`config.mk`:
```
export PLATFORM = sky130hd
export DESIGN_NAME = background_fill_controller
export DESIGN_NICKNAME = d
export VERILOG_FILES = /design/src/rtl/background_fill_controller.sv
export SDC_FILE = /design/constraint.sdc
export NUM_CORES = 1
export LEC_CHECK = 0
export ABC_AREA = 0
export CAP_MARGIN = 5
export CORE_UTILIZATION = 40
export DETAILED_ROUTE_END_ITERATION = 7
export PLACE_DENSITY = 0.68
export SYNTH_ARGS = -nofsm -noshare
export SYNTH_HDL_FRONTEND = slang
export SYNTH_SLANG_ARGS = --single-unit
```
`constraint.sdc`:
```
create_clock -name i_clk -period 2.25 [get_ports i_clk]
set_input_delay 0.5625 -clock i_clk [delete_from_list [all_inputs] [get_ports i_clk]]
set_output_delay 0.5625 -clock i_clk [all_outputs]
set_load 0.005 [all_outputs]
```
`src/rtl/background_fill_controller.sv`:
```
// Background fill controller.
// Walks the tile address space once per frame. Each address goes to the background generator,
// and the returned colour is streamed to the framebuffer over a valid/ready handshake.
// The background-set selection is latched only at frame start, so a frame never mixes sets.
module background_fill_controller #(
    parameter int unsigned H_TILES = 120,
    parameter int unsigned V_TILES = 68,
    parameter int unsigned ADDR_W  = 13,
    parameter int unsigned DATA_W  = 6,
    parameter int unsigned FCNT_W  = 8
) (
    input  logic              i_clk,
    input  logic              i_rst,
    input  logic              i_start,
    input  logic              i_abort,
    input  logic [1:0]        i_bg_req,
    input  logic              i_bg_req_valid,
    output logic [1:0]        o_bg_set,
    output logic [ADDR_W-1:0] o_gen_address,
    input  logic [DATA_W-1:0] i_gen_data,
    output logic              o_wr_valid,
    input  logic              i_wr_ready,
    output logic [ADDR_W-1:0] o_wr_address,
    output logic [DATA_W-1:0] o_wr_data,
    output logic              o_busy,
    output logic              o_done,
    output logic [FCNT_W-1:0] o_frame_count
);

    localparam logic [ADDR_W-1:0] LAST = ADDR_W'(H_TILES * V_TILES - 1);

    typedef enum logic [1:0] {
        StIdle,
        StPrime,
        StStream,
        StDone
    } state_t;

    state_t              state_q, state_d;
    logic [1:0]          pending_q;
    logic [1:0]          bg_set_q;
    logic [ADDR_W-1:0]   wr_addr_q, wr_addr_d;
    logic [FCNT_W-1:0]   frame_count_q;
    logic                load_set;
    logic                fire;

    // A write is accepted only while streaming and the framebuffer is ready
    assign fire = (state_q == StStream) && i_wr_ready;

    // State, address and frame-counter registers
    always_ff @(posedge i_clk or posedge i_rst) begin
        if (i_rst) begin
            state_q       <= StIdle;
            wr_addr_q     <= '0;
            frame_count_q <= '0;
        end else begin
            state_q   <= state_d;
            wr_addr_q <= wr_addr_d;
            if (state_q == StDone) begin
                frame_count_q <= frame_count_q + FCNT_W'(1);
            end
        end
    end

    // Pending set tracks the most recent request; the active set is frozen for the whole frame
    always_ff @(posedge i_clk or posedge i_rst) begin
        if (i_rst) begin
            pending_q <= 2'b00;
            bg_set_q  <= 2'b00;
        end else begin
            if (i_bg_req_valid) begin
                pending_q <= i_bg_req;
            end
            // A request arriving with the start pulse wins over the older pending value
            if (load_set) begin
                bg_set_q <= i_bg_req_valid ? i_bg_req : pending_q;
            end
        end
    end

    // Next-state logic and handshake outputs
    always_comb begin
        state_d       = state_q;
        wr_addr_d     = wr_addr_q;
        load_set      = 1'b0;
        o_wr_valid    = 1'b0;
        o_busy        = 1'b0;
        o_done        = 1'b0;
        o_gen_address = '0;
        unique case (state_q)
            StIdle: begin
                if (i_start) begin
                    state_d   = StPrime;
                    wr_addr_d = '0;
                    load_set  = 1'b1;
                end
            end
            StPrime: begin
                // Address 0 is presented here so its colour is ready in the first stream cycle
                o_busy  = 1'b1;
                state_d = i_abort ? StIdle : StStream;
            end
            StStream: begin
                o_busy     = 1'b1;
                o_wr_valid = 1'b1;
                // Look one address ahead only when the current write is taken
                o_gen_address = fire ? wr_addr_q + ADDR_W'(1) : wr_addr_q;
                if (i_abort) begin
                    state_d = StIdle;
                end else if (fire) begin
                    if (wr_addr_q == LAST) begin
                        state_d = StDone;
                    end else begin
                        wr_addr_d = wr_addr_q + ADDR_W'(1);
                    end
                end
            end
            StDone: begin
                o_done  = 1'b1;
                state_d = StIdle;
            end
            default: begin
                state_d = StIdle;
            end
        endcase
    end

    assign o_bg_set      = bg_set_q;
    assign o_wr_address  = wr_addr_q;
    assign o_wr_data     = i_gen_data;
    assign o_frame_count = frame_count_q;

endmodule

```
; After elaboration in Yosys (flattened, before gate mapping)
; Index checks and enable logic that the tools add are counted.
[op_classes]
add_sub_neg = 2
eq_ne = 10
n_mux = 19
n_reduce_logical = 6
[op_table]
columns = op, n
row1 = 2-to-1 mux 13 bit, 6
row2 = case mux 13 bit (2 select lines), 1
row3 = "adder 13 x 1 -> 13 bit, second input constant", 1
row4 = "equality test 13 bit, second input constant", 1
row5 = 2-to-1 mux 2 bit, 6
row6 = "adder 8 x 1 -> 8 bit, second input constant", 1
row7 = "!= test 2 bit, second input constant", 4
row8 = case mux 2 bit (4 select lines), 1
row9 = 2-to-1 mux 1 bit, 5
row10 = AND reduction 5 bit, 1
row11 = "equality test 2 bit, second input constant", 2
row12 = "!= test 3 x 2 -> 1 bit, second input constant", 1
row13 = "!= test 3 bit, second input constant", 1
row14 = AND reduction 3 bit, 1
row15 = "equality test 2 x 1 -> 1 bit, second input constant", 1
row16 = logical NOT 2 bit, 1
row17 = nonzero test 2 bit, 1
row18 = OR reduction 2 bit, 1
row19 = logical AND 1 bit, 1
[totals]
reg_bits = 27
in_bits = 14
output_inout_bits = 45
elab_cells = 42

; Logic depth before layout (Yosys ltp)
; Gate-level depths: netlist of run 1.
[logic_depth]
depth_word = 5
depth_mapped = 7
depth_no_buf = 6

; Least setup slack after synthesis of run 1
; No wires, ideal clock.
[synth_path]
path_kind = flip-flop to output port
from = register wr_addr_q[0], in the netlist o_wr_address[0]
to = output o_gen_address[6]
arrival_ps = 1491
t_required_ps = 1688
setup_slack_ps = 197
path_stages_with_launch = 7
path_buffers = 1
cell_sequence = dfrtp_1 > ha_1 > and3_1 > clkbuf_1 > nand4_1 > xor2_1 > nor2_1
[synth_between]
elab_chain_len = 3
[synth_rtl]
columns = item, line_no
row1 = from (decl), 42  ; logic [ADDR_W-1:0] wr_addr_q, wr_addr_d;
row2 = from (signal assigned), 58  ; wr_addr_q <= wr_addr_d;
row3 = adder 13 x 1 -> 13 bit, 107  ; o_gen_address = fire ? wr_addr_q + ADDR_W'(1) : wr_addr_q;
row4 = 2-to-1 mux 13 bit, 107
row5 = 2-to-1 mux 13 bit, 90  ; unique case (state_q)
row6 = to (decl), 19  ; output logic [ADDR_W-1:0] o_gen_address,
; Every way passes these cells.

; Final worst setup path of run 1
[layout_path]
from = register wr_addr_q[1], in the netlist o_wr_address[1]
to = output o_gen_address[2]
; The elaborated chain is that of the path after synthesis.

==> metrics.md, run 1 <==
| Metric | Value |
|---|---|
| DRC violations left | 0 |
| Final hold violations | 0 |
| Sequential Power Share | between 30% and 40% |
| Layout area overhead | 56.06% |
| Vias in the first global route | 1694 |
| Clock power share | 15.8% |
| CP arrival | 1770 ps |
| Crit path time final | 2337 ps |
| Total of max-cap violations | 0 |
| Most frequent cells in the layout | 57 x buf_4, 32 x clkdlybuf4s50_1, 21 x dfrtp_1 |
| Pint | 1.185 mW |
| Post-Synth Adder-Cell Area | under 10% |
| Die Y | about 70 µm |
| Hold Startpoint | o_frame_count[7] |
| Clk root buf | clkbuf_8 |
| Final clock skew | 12.71 ps |
| Final setup violation count | 5 |
| Post-synthesis sequential area ratio | between 30% and 40% |
| FFs w/ async S/R, synth | 100.0% |
| CTS sink cnt | 27 |
| Die W | 69.40 µm |
| Violated checks | negative setup slack |
| Switching power share of the total | 33.53% |
| Fin cells | 346 |
| Leakage power | 1.230 nW |
| Worst skew pair latency | 280 ps |
| DRT antenna net count | 0 |
| Reg2reg start | o_wr_address[1] |
| Status | complete, but fails checks |
| GP Congestion | just under 0.9 |
| Pre-CTS WS | -612.9 ps |
| Gate power share | about 47% |
| Synth Area per Inst | around 9.1 µm² |
| Post-synth cell types | 42 |
| Setup CP Type | reg -> out |
| FP Rows | 24 |
| Path depth of the worst reg2reg path | 8 |
| Clock Tree Buf Depth | 2 |
| Top Ports | 59 |
| Compound-cell area share of the yosys netlist | between 15 and 20% |
| Core Area | 4354 µm² |
| Clk slew on worst S/H paths | 100 ps |
| Final Max Tran Viols | 0 |
| Total gr overflow | 0 |
| Switch Pwr | 0.5977 mW |
| TritonCTS clock tree | yes |
| EDFF count, synth | 0 |
| XOR/XNOR Fraction of Synth Area | just under 9% |
| Initial antenna violation count | 0 |
| Setup ws final | -86.76 ps |
| Initial core utilization | 41.72% |
| 1st-iter DRT viols | 200 |
| Post-DR wirelength/cell | between 10 and 15 µm |
| RSZ-0062 raised after global routing | true |
| Overall power | 1.782 mW |
| Power per Cell Area | 628.6 nW/µm² |
| Slew of the pin with the lowest slew margin | 410.3 ps |
| Placed Instances | 316 |
| Critical Path Start Type | flip-flop |
| First-pass GRT wire length | slightly above 8000 µm |
| Data required, critical path | 1690 ps |
| Period utilisation layout | 103.9% |
| Hold Crit Class | reg -> reg |
| Worst Hold Depth | 1 |
| DR vias/cell | 5.460 |
| Rel. slew slack | 72.39% |
| CTS buffer count | 3 |
| Fin Hold WS | 476.1 ps |
| Total global-route track usage | 20.90% |
| H-tree depth | 1 |
| Most common cell after layout, fill and taps aside | buf_4 |
| Share of layout cells above drive strength 1 | 36.05% |
| Largest net degree at the start of global routing | 28 |
| Worst Hold End | o_frame_count[7] |
| Routed wire length | 5167 µm |
| Fmax | 0.4279 GHz |
| Synth warn | 0 |
| Die area | approximately 4800 µm² |
| Synth Instances | 200 |
| VDD IR max | around 0.6 mV |
| Diode count | 0 |
| Syn Nets | 221 |
| Total number of vias | 1889 |
| CP endpoint kind | output pin |
| DP HPWL | 3429 µm |
| NumNets Final | roughly 320 |
| Crit Path Max Fanout | 2 |
| Fraction of the mapped netlist area in simple logic gates | a little over a fifth |
| Drt pass-1 iters | 4 |
| Post-synthesis register bit count | 27 |
| Final Util | 65.11% |
| Main combinational cell family by area after synthesis | simple AND/OR/NAND/NOR gates |
| Primary FF master, synth | dfrtp_1 |
| R2r endpoint | o_wr_address[10] |
| # port buffers | 46 |
| Worst reg2reg setup slack | 100 ps |
| Mapped cell area | 1817 µm² |
| Mux contribution to synthesized area | 4.201% |
==> sequential cells by signal (all words and copies together) (netlist names) <==
name and cells:
o_bg_set 2, o_frame_count 8, o_wr_address 13, pending_q 2
state_q 2
==> repair_timing <==
action | CTS | global route
endpoints found under the setup margin | 14 | 14
gates resized for setup | 59 | 15
hold buffers | 0 | 0
setup buffers | 14 | 14
hold endpoints to repair | 0 | 0
pin swaps | 16 | 11
==> worst max-delay path, cell delays in order (launching register included) <==
cell and delay [ps]:
dfrtp_1 410, buf_4 150, ha_4 160, buf_4 130, buf_4 130, buf_4 130
nand2_2 70, xor2_1 150, nor2_1 70, buf_2 120
==> kinds of logic after synthesis <==
family                     Yosys count
AOI/OAI and AO/OA                   40
xor gates and xnor gates            18
adders and majority gates            7
buffers and inverters               30
DFF                                 27
muxes                                7
and+or+nand+nor                     71
==> per-stage QoR <==
step	cell area, µm²	setup TNS [ps]
after detailed placement	2535	-5843
after global placement	2535	-5548
final	2835	-244.2
after CTS	2751	-289.4
after floorplan	1817	0
after global routing	2835	-835.6
==> metal layers <==
metal  GRT usage [%]  share of wire, %
met1           28.97                46
met2           34.20                50
met3           3.198               3.5
met4           5.215              0.85
met5               0                 0
==> power by group through the flow <==
stage,registers (mW),clock network [mW],logic [mW]
2_1_floorplan,0.679,0,0.360
3_3_place_gp,0.683,0,0.715
3_5_place_dp,0.684,0,0.728
4_1_cts,0.665,0.293,0.800
5_1_grt,0.688,0.311,0.907
6_report,0.673,0.281,0.829
==> synthesized netlist by cell type (2+ instances only) <==
library cell  instances  area, µm²
nand3_1              10      50.05
o211ai_1              2      15.01
o311ai_0              2      17.52
mux2i_1               2      20.02
nor2_1               19      71.32
nand4_1              11      68.82
a31o_1                3      26.28
nand4b_1              2      17.52
o41ai_1               2      17.52
o31a_1                2      17.52
nor4_1                3      18.77
clkbuf_1              8      30.03
a21oi_1               2      10.01
and4_1                2      17.52
and3_1                3      18.77
buf_1                 3      11.26
buf_2                 3      15.01
xor2_1                8      70.07
or3_1                 2      12.51
a31oi_1              12      75.07
a41oi_1               3      26.28
buf_4                 6      45.04
xnor2_1              10      87.58
o221ai_1              2      17.52
o21ai_0               4      20.02
inv_1                 8      30.03
o31ai_1               4      30.03
mux2_2                5      56.30
nor3_1                3      15.01
dfrtp_1              27      675.7
ha_1                  7      87.58
nand2_1              10      37.54
==> cell type report <==
type	instances	area [µm²]
repair buffers	111	928.4
flip-flops and latches	27	683.2
well taps	52	65.06
clock buffers	4	45.04
inverters	9	33.78
multi-input cells	143	1080
fillers	352	1519
==> worst max-delay path by stage <==
stage,startpoint,endpoint,slack [ps],depth (start not counted)
global placement,i_wr_ready,o_gen_address[12],-540,6
CTS,o_wr_address[1],o_gen_address[11],-90,9
global route,o_wr_address[0],o_gen_address[11],-190,8
floorplan,o_wr_address[0],o_gen_address[6],200,6
finish,o_wr_address[1],o_gen_address[2],-90,9
detailed placement,i_wr_ready,o_gen_address[12],-610,6
Power figures use the tool's default switching activity.
==> run 2, diff against run 1 <==
--- a/config.mk
+++ b/config.mk
@@ -5,9 +5,10 @@
 export SDC_FILE = /design/constraint.sdc
 export NUM_CORES = 1
 export LEC_CHECK = 0
-export ABC_AREA = 0
+export ABC_AREA = 1
 export CAP_MARGIN = 5
 export CORE_UTILIZATION = 40
+export CTS_CLUSTER_SIZE = 40
 export DETAILED_ROUTE_END_ITERATION = 7
 export PLACE_DENSITY = 0.68
 export SYNTH_ARGS = -nofsm -noshare
==> run 2 against run 1 <==
Against the previous run:
- the flow still finishes with violations (negative setup slack)
- combinational power rose by 33%
- count of clock-buffer cells in the layout fell by 1
- clock skew fell by 3.2 ps
- worst hold slack improved by 16 ps
- largest power group unchanged
==> metrics.md, run 2 <==
| Metric | Value |
|---|---|
| Largest register FFs | 13 (unchanged) |
| Syn Nets | 284 (was 221) |
| Gate power share | 54.0% (was 46.5%) |
| Period utilisation layout | 102.7% (was 103.9%) |
| Top Ports | 59 (unchanged) |
| Power per Cell Area | 698.3 nW/µm² (was 628.6 nW/µm²) |
| Worst Hold End | o_bg_set[1] (was o_frame_count[7]) |
| Most common cell after layout, fill and taps aside | nand2_1 (was buf_4) |
| RSZ-0062 raised after global routing | true (unchanged) |
| CTS buffer count | 3 (unchanged) |
| FFs w/ async S/R, synth | 100.0% (unchanged) |
| Crit path time final | 2312 ps (was 2337 ps) |
| DP HPWL | 3470 µm (was 3429 µm) |
| Sequential Power Share | 30.7% (was 37.7%) |
| Status | complete, but fails checks (unchanged) |
| Top cell type's share of synthesized area | 36.73% (was 37.19%) |
| Reg2reg start | o_wr_address[0] (was o_wr_address[1]) |
| CTS sink cnt | 27 (unchanged) |
| EDFF count, synth | 0 (unchanged) |
| Post-DR wirelength/cell | 13.66 µm (was 14.93 µm) |
| Clk root buf | clkbuf_8 (unchanged) |
| CP most frequent cell | buf_4 (unchanged) |
| Count leader, synth | nand2_1 (was dfrtp_1) |
| R2r endpoint | o_wr_address[6] (was o_wr_address[10]) |
| Crit path cell chain | buf_4 > buf_6 > nand3_4 > inv_2 > buf_4 > buf_4 > nand4_1 > nand2_2 > a21oi_2 > buf_2 (was buf_4 > ha_4 > buf_4 > buf_4 > buf_4 > nand2_2 > xor2_1 > nor2_1 > buf_2) |
| Violated checks | negative setup slack (unchanged) |
| 1st-iter DRT viols | 181 (was 200) |
| Post-synth cell types | 27 (was 42) |
| TritonCTS clock tree | yes (unchanged) |
| Fmax | 0.4326 GHz (was 0.4279 GHz) |
| Setup ws final | -61.59 ps (was -86.76 ps) |
| Synth area leader | dfrtp_1 (unchanged) |
| FP Rows | 24 (unchanged) |
| Total number of vias | 2045 (was 1889) |
| Fillers | 370 (was 352) |
| Final Util | 66.30% (was 65.11%) |
| Primary FF master, synth | dfrtp_1 (unchanged) |
| Synth Instances | 263 (was 200) |
| Switching power share of the total | 41.17% (was 33.53%) |
| Rel. slew slack | 65.73% (was 72.39%) |
| DRC violations left | 0 (unchanged) |
| CP arrival | 1750 ps (was 1770 ps) |
| CP endpoint kind | output pin (unchanged) |
| Post-synthesis sequential area ratio | 36.73% (was 37.19%) |
| Setup CP Type | reg -> out (unchanged) |
| Final setup violation count | 3 (was 5) |
| DRT antenna net count | 0 (unchanged) |
| Post-synthesis register bit count | 27 (unchanged) |
| Initial antenna violation count | 0 (unchanged) |
| Commonest cells post-synth | 93 x nand2_1, 31 x inv_1, 27 x dfrtp_1 (was 27 x dfrtp_1, 19 x nor2_1, 12 x a31oi_1) |
| NumNets Final | 381 (was 316) |
| CP delay by family, top | buffers and inverters (unchanged) |
| DR vias/cell | 4.976 (was 5.460) |
| Path depth of the worst reg2reg path | 14 (was 8) |
| CP max-delay cell | dfrtp_1 (unchanged) |
| Clock power share | 15.3% (was 15.8%) |
| Die W | 69.81 µm (was 69.40 µm) |
| Synth Area per Inst | 6.993 µm² (was 9.084 µm²) |
| Mapped cell area | 1839 µm² (was 1817 µm²) |
| Drt pass-1 iters | 4 (unchanged) |
| Synth warn | 0 (unchanged) |
| Hold Startpoint | o_bg_set[1] (was o_frame_count[7]) |
| GP Congestion | 0.8207 (was 0.8791) |
| Die Y | 69.81 µm (was 69.40 µm) |
| Hold Crit Class | reg -> reg (unchanged) |
| Total gr overflow | 0 (unchanged) |
| Leakage power | 1.495 nW (was 1.230 nW) |
| Slew of the pin with the lowest slew margin | 513.5 ps (was 410.3 ps) |
| Die area | 4873 µm² (was 4816 µm²) |
| Final Max Tran Viols | 0 (unchanged) |
| Worst skew pair latency | 290 ps (was 280 ps) |
| First-pass GRT wire length | 9252 µm (was 8183 µm) |
| CTS Hold Bufs | 0 (unchanged) |
| Pre-CTS WS | -373.9 ps (was -612.9 ps) |
| Finished Cell Area | 2907 µm² (was 2835 µm²) |
| Clk slew on worst S/H paths | 100 ps (about the same) |
| Routed wire length | 5613 µm (was 5167 µm) |
| Crit Path Max Fanout | 4 (was 2) |
| Switch Pwr | 0.8355 mW (was 0.5977 mW) |
| Critical Path Start Type | flip-flop (unchanged) |
| Worst Hold Depth | 2 (was 1) |
| # port buffers | 46 (unchanged) |
| Share of layout cells above drive strength 1 | 30.08% (was 36.05%) |
| Pint | 1.194 mW (was 1.185 mW) |
| Clock Tree Buf Depth | 2 (unchanged) |
| H-tree depth | 1 (unchanged) |
| Core Area | 4384 µm² (was 4354 µm²) |
| Area after DPL | 2524 µm² (was 2535 µm²) |
| Layout area overhead | 58.03% (was 56.06%) |
| Total of max-cap violations | 0 (unchanged) |
| Worst reg2reg setup slack | 160 ps (was 100 ps) |
| Synth top area cells | dfrtp_1 37%, nand2_1 19%, inv_1 6.3%, nand3_1 5.4%, nor2_1 5.3% (was dfrtp_1 37%, ha_1 4.8%, xnor2_1 4.8%, a31oi_1 4.1%, nor2_1 3.9%) |
| Most frequent cells in the layout | 85 x nand2_1, 50 x buf_4, 30 x clkdlybuf4s50_1 (was 57 x buf_4, 32 x clkdlybuf4s50_1, 21 x dfrtp_1) |
| Overall power | 2.030 mW (was 1.782 mW) |
| Final hold violations | 0 (unchanged) |
| Largest net degree at the start of global routing | 28 (unchanged) |
| VDD IR max | 0.6387 mV (was 0.5878 mV) |
| Vias in the first global route | 2032 (was 1694) |
| Final clock skew | 9.494 ps (was 12.71 ps) |
| CP bufs+invs | 6 (was 5) |
| Diode count | 0 (unchanged) |
| Data required, critical path | 1690 ps (about the same) |
| Initial core utilization | 41.95% (was 41.72%) |
| Max incr delay on CP | 440 ps (was 410 ps) |
| Total global-route track usage | 23.78% (was 20.90%) |
[run 2: changes by cell type after synthesis, sizes merged, moves of 4 or more]
cell	before	now
a31oi	12	0
nand4	11	3
inv	8	31
xnor2	10	3
o31ai	4	0
nand3	11	21
clkbuf	8	4
buf	13	9
nand2	10	96
nor2	19	27
[run 2: worst max path at each step]
stage / endpoint / from / slack, ps / cells after the start
floorplan: o_gen_address[12] / o_wr_address[0] / 270 / 7
global placement: o_gen_address[3] / i_wr_ready / -340 / 5
detailed placement: o_gen_address[9] / i_wr_ready / -370 / 5
CTS: o_gen_address[10] / o_wr_address[1] / -160 / 10
global route: o_gen_address[10] / o_wr_address[0] / -170 / 10
finish: o_gen_address[11] / o_wr_address[0] / -60 / 10
[run 2: worst reg2reg max path, stage by stage, from the launching register on]
cell,delay [ps]
dfrtp_1,430
ha_4,170
nand3_4,80
buf_6,140
o21bai_1,180
nand2_2,80
buf_6,120
buf_4,120
buf_4,120
buf_4,120
buf_4,120
buf_4,130
nor2_4,100
nand3_2,60
nand2_1,70
[run 2: area by class of cell]
cell class	instances	area [µm²]	area share, %
Tap cell	52	65.06	2.238
Inverter	31	116.4	4.003
Multi-Input combinational cell	192	1114	38.31
Clock buffer	3	41.29	1.421
Clock inverter	1	8.758	0.3013
Timing Repair Buffer	105	882.1	30.35
Sequential cell	27	679.4	23.37
[run 2: what timing repair did]
action                     4_1_cts  5_1_grt
gates resized for setup         64       27
setup endpoints to repair       14       14
pin swaps                       14       18
cloned                           1        0
buffers inserted                27        4
[run 2: logic make-up after synthesis]
| logic type | after synthesis | share of synthesized area [%] |
|---|---|---|
| and+or+nand+nor | 155 | 36.06 |
| buffers and inverters | 44 | 10.75 |
| AOI/OAI and AO/OA | 18 | 5.714 |
| DFF | 27 | 36.73 |
| adders and majority gates | 7 | 4.762 |
| muxes | 2 | 1.224 |
| xor gates and xnor gates | 10 | 4.762 |
[run 2: through the flow]
step | hold WS [ps] | setup TNS (ps) | cells
after global routing | 518.0 | -792.3 | 411
after CTS | 499.0 | -383.6 | 412
after detailed placement | 467.2 | -3897 | 380
final | 491.8 | -112.4 | 411
after floorplan | 471.9 | 0 | 263
after global placement | 477.7 | -3717 | 380
[run 2: power by group through the flow]
stage,Sequential [mW],Combinational (mW),Clock (mW)
floorplan,0.635,0.520,0
global placement,0.620,0.942,0
detailed placement,0.623,0.964,0
CTS,0.623,1.06,0.316
global route,0.636,1.19,0.334
finish,0.624,1.10,0.310
[run 2: routing by layer]
| metal | global-route usage [%] | part of all wire, % |
|---|---|---|
| met5 | 0 | 0 |
| met4 | 8.889 | 2.1 |
| met3 | 1.453 | 5.6 |
| met2 | 41.24 | 50 |
| met1 | 31.05 | 43 |
==> run 3, diff against run 2 <==
--- a/config.mk
+++ b/config.mk
@@ -6,10 +6,12 @@
 export NUM_CORES = 1
 export LEC_CHECK = 0
 export ABC_AREA = 1
-export CAP_MARGIN = 5
+export CAP_MARGIN = 20
 export CORE_UTILIZATION = 40
+export CTS_BUF_LIST = sky130_fd_sc_hd__clkbuf_2 sky130_fd_sc_hd__clkbuf_4 sky130_fd_sc_hd__clkbuf_8
 export CTS_CLUSTER_SIZE = 40
 export DETAILED_ROUTE_END_ITERATION = 7
+export GPL_ROUTABILITY_DRIVEN = 0
 export PLACE_DENSITY = 0.68
 export SYNTH_ARGS = -nofsm -noshare
 export SYNTH_HDL_FRONTEND = slang
==> results of run 3 <==
The final DEF is identical to that of run 2; final timing and power are the same.
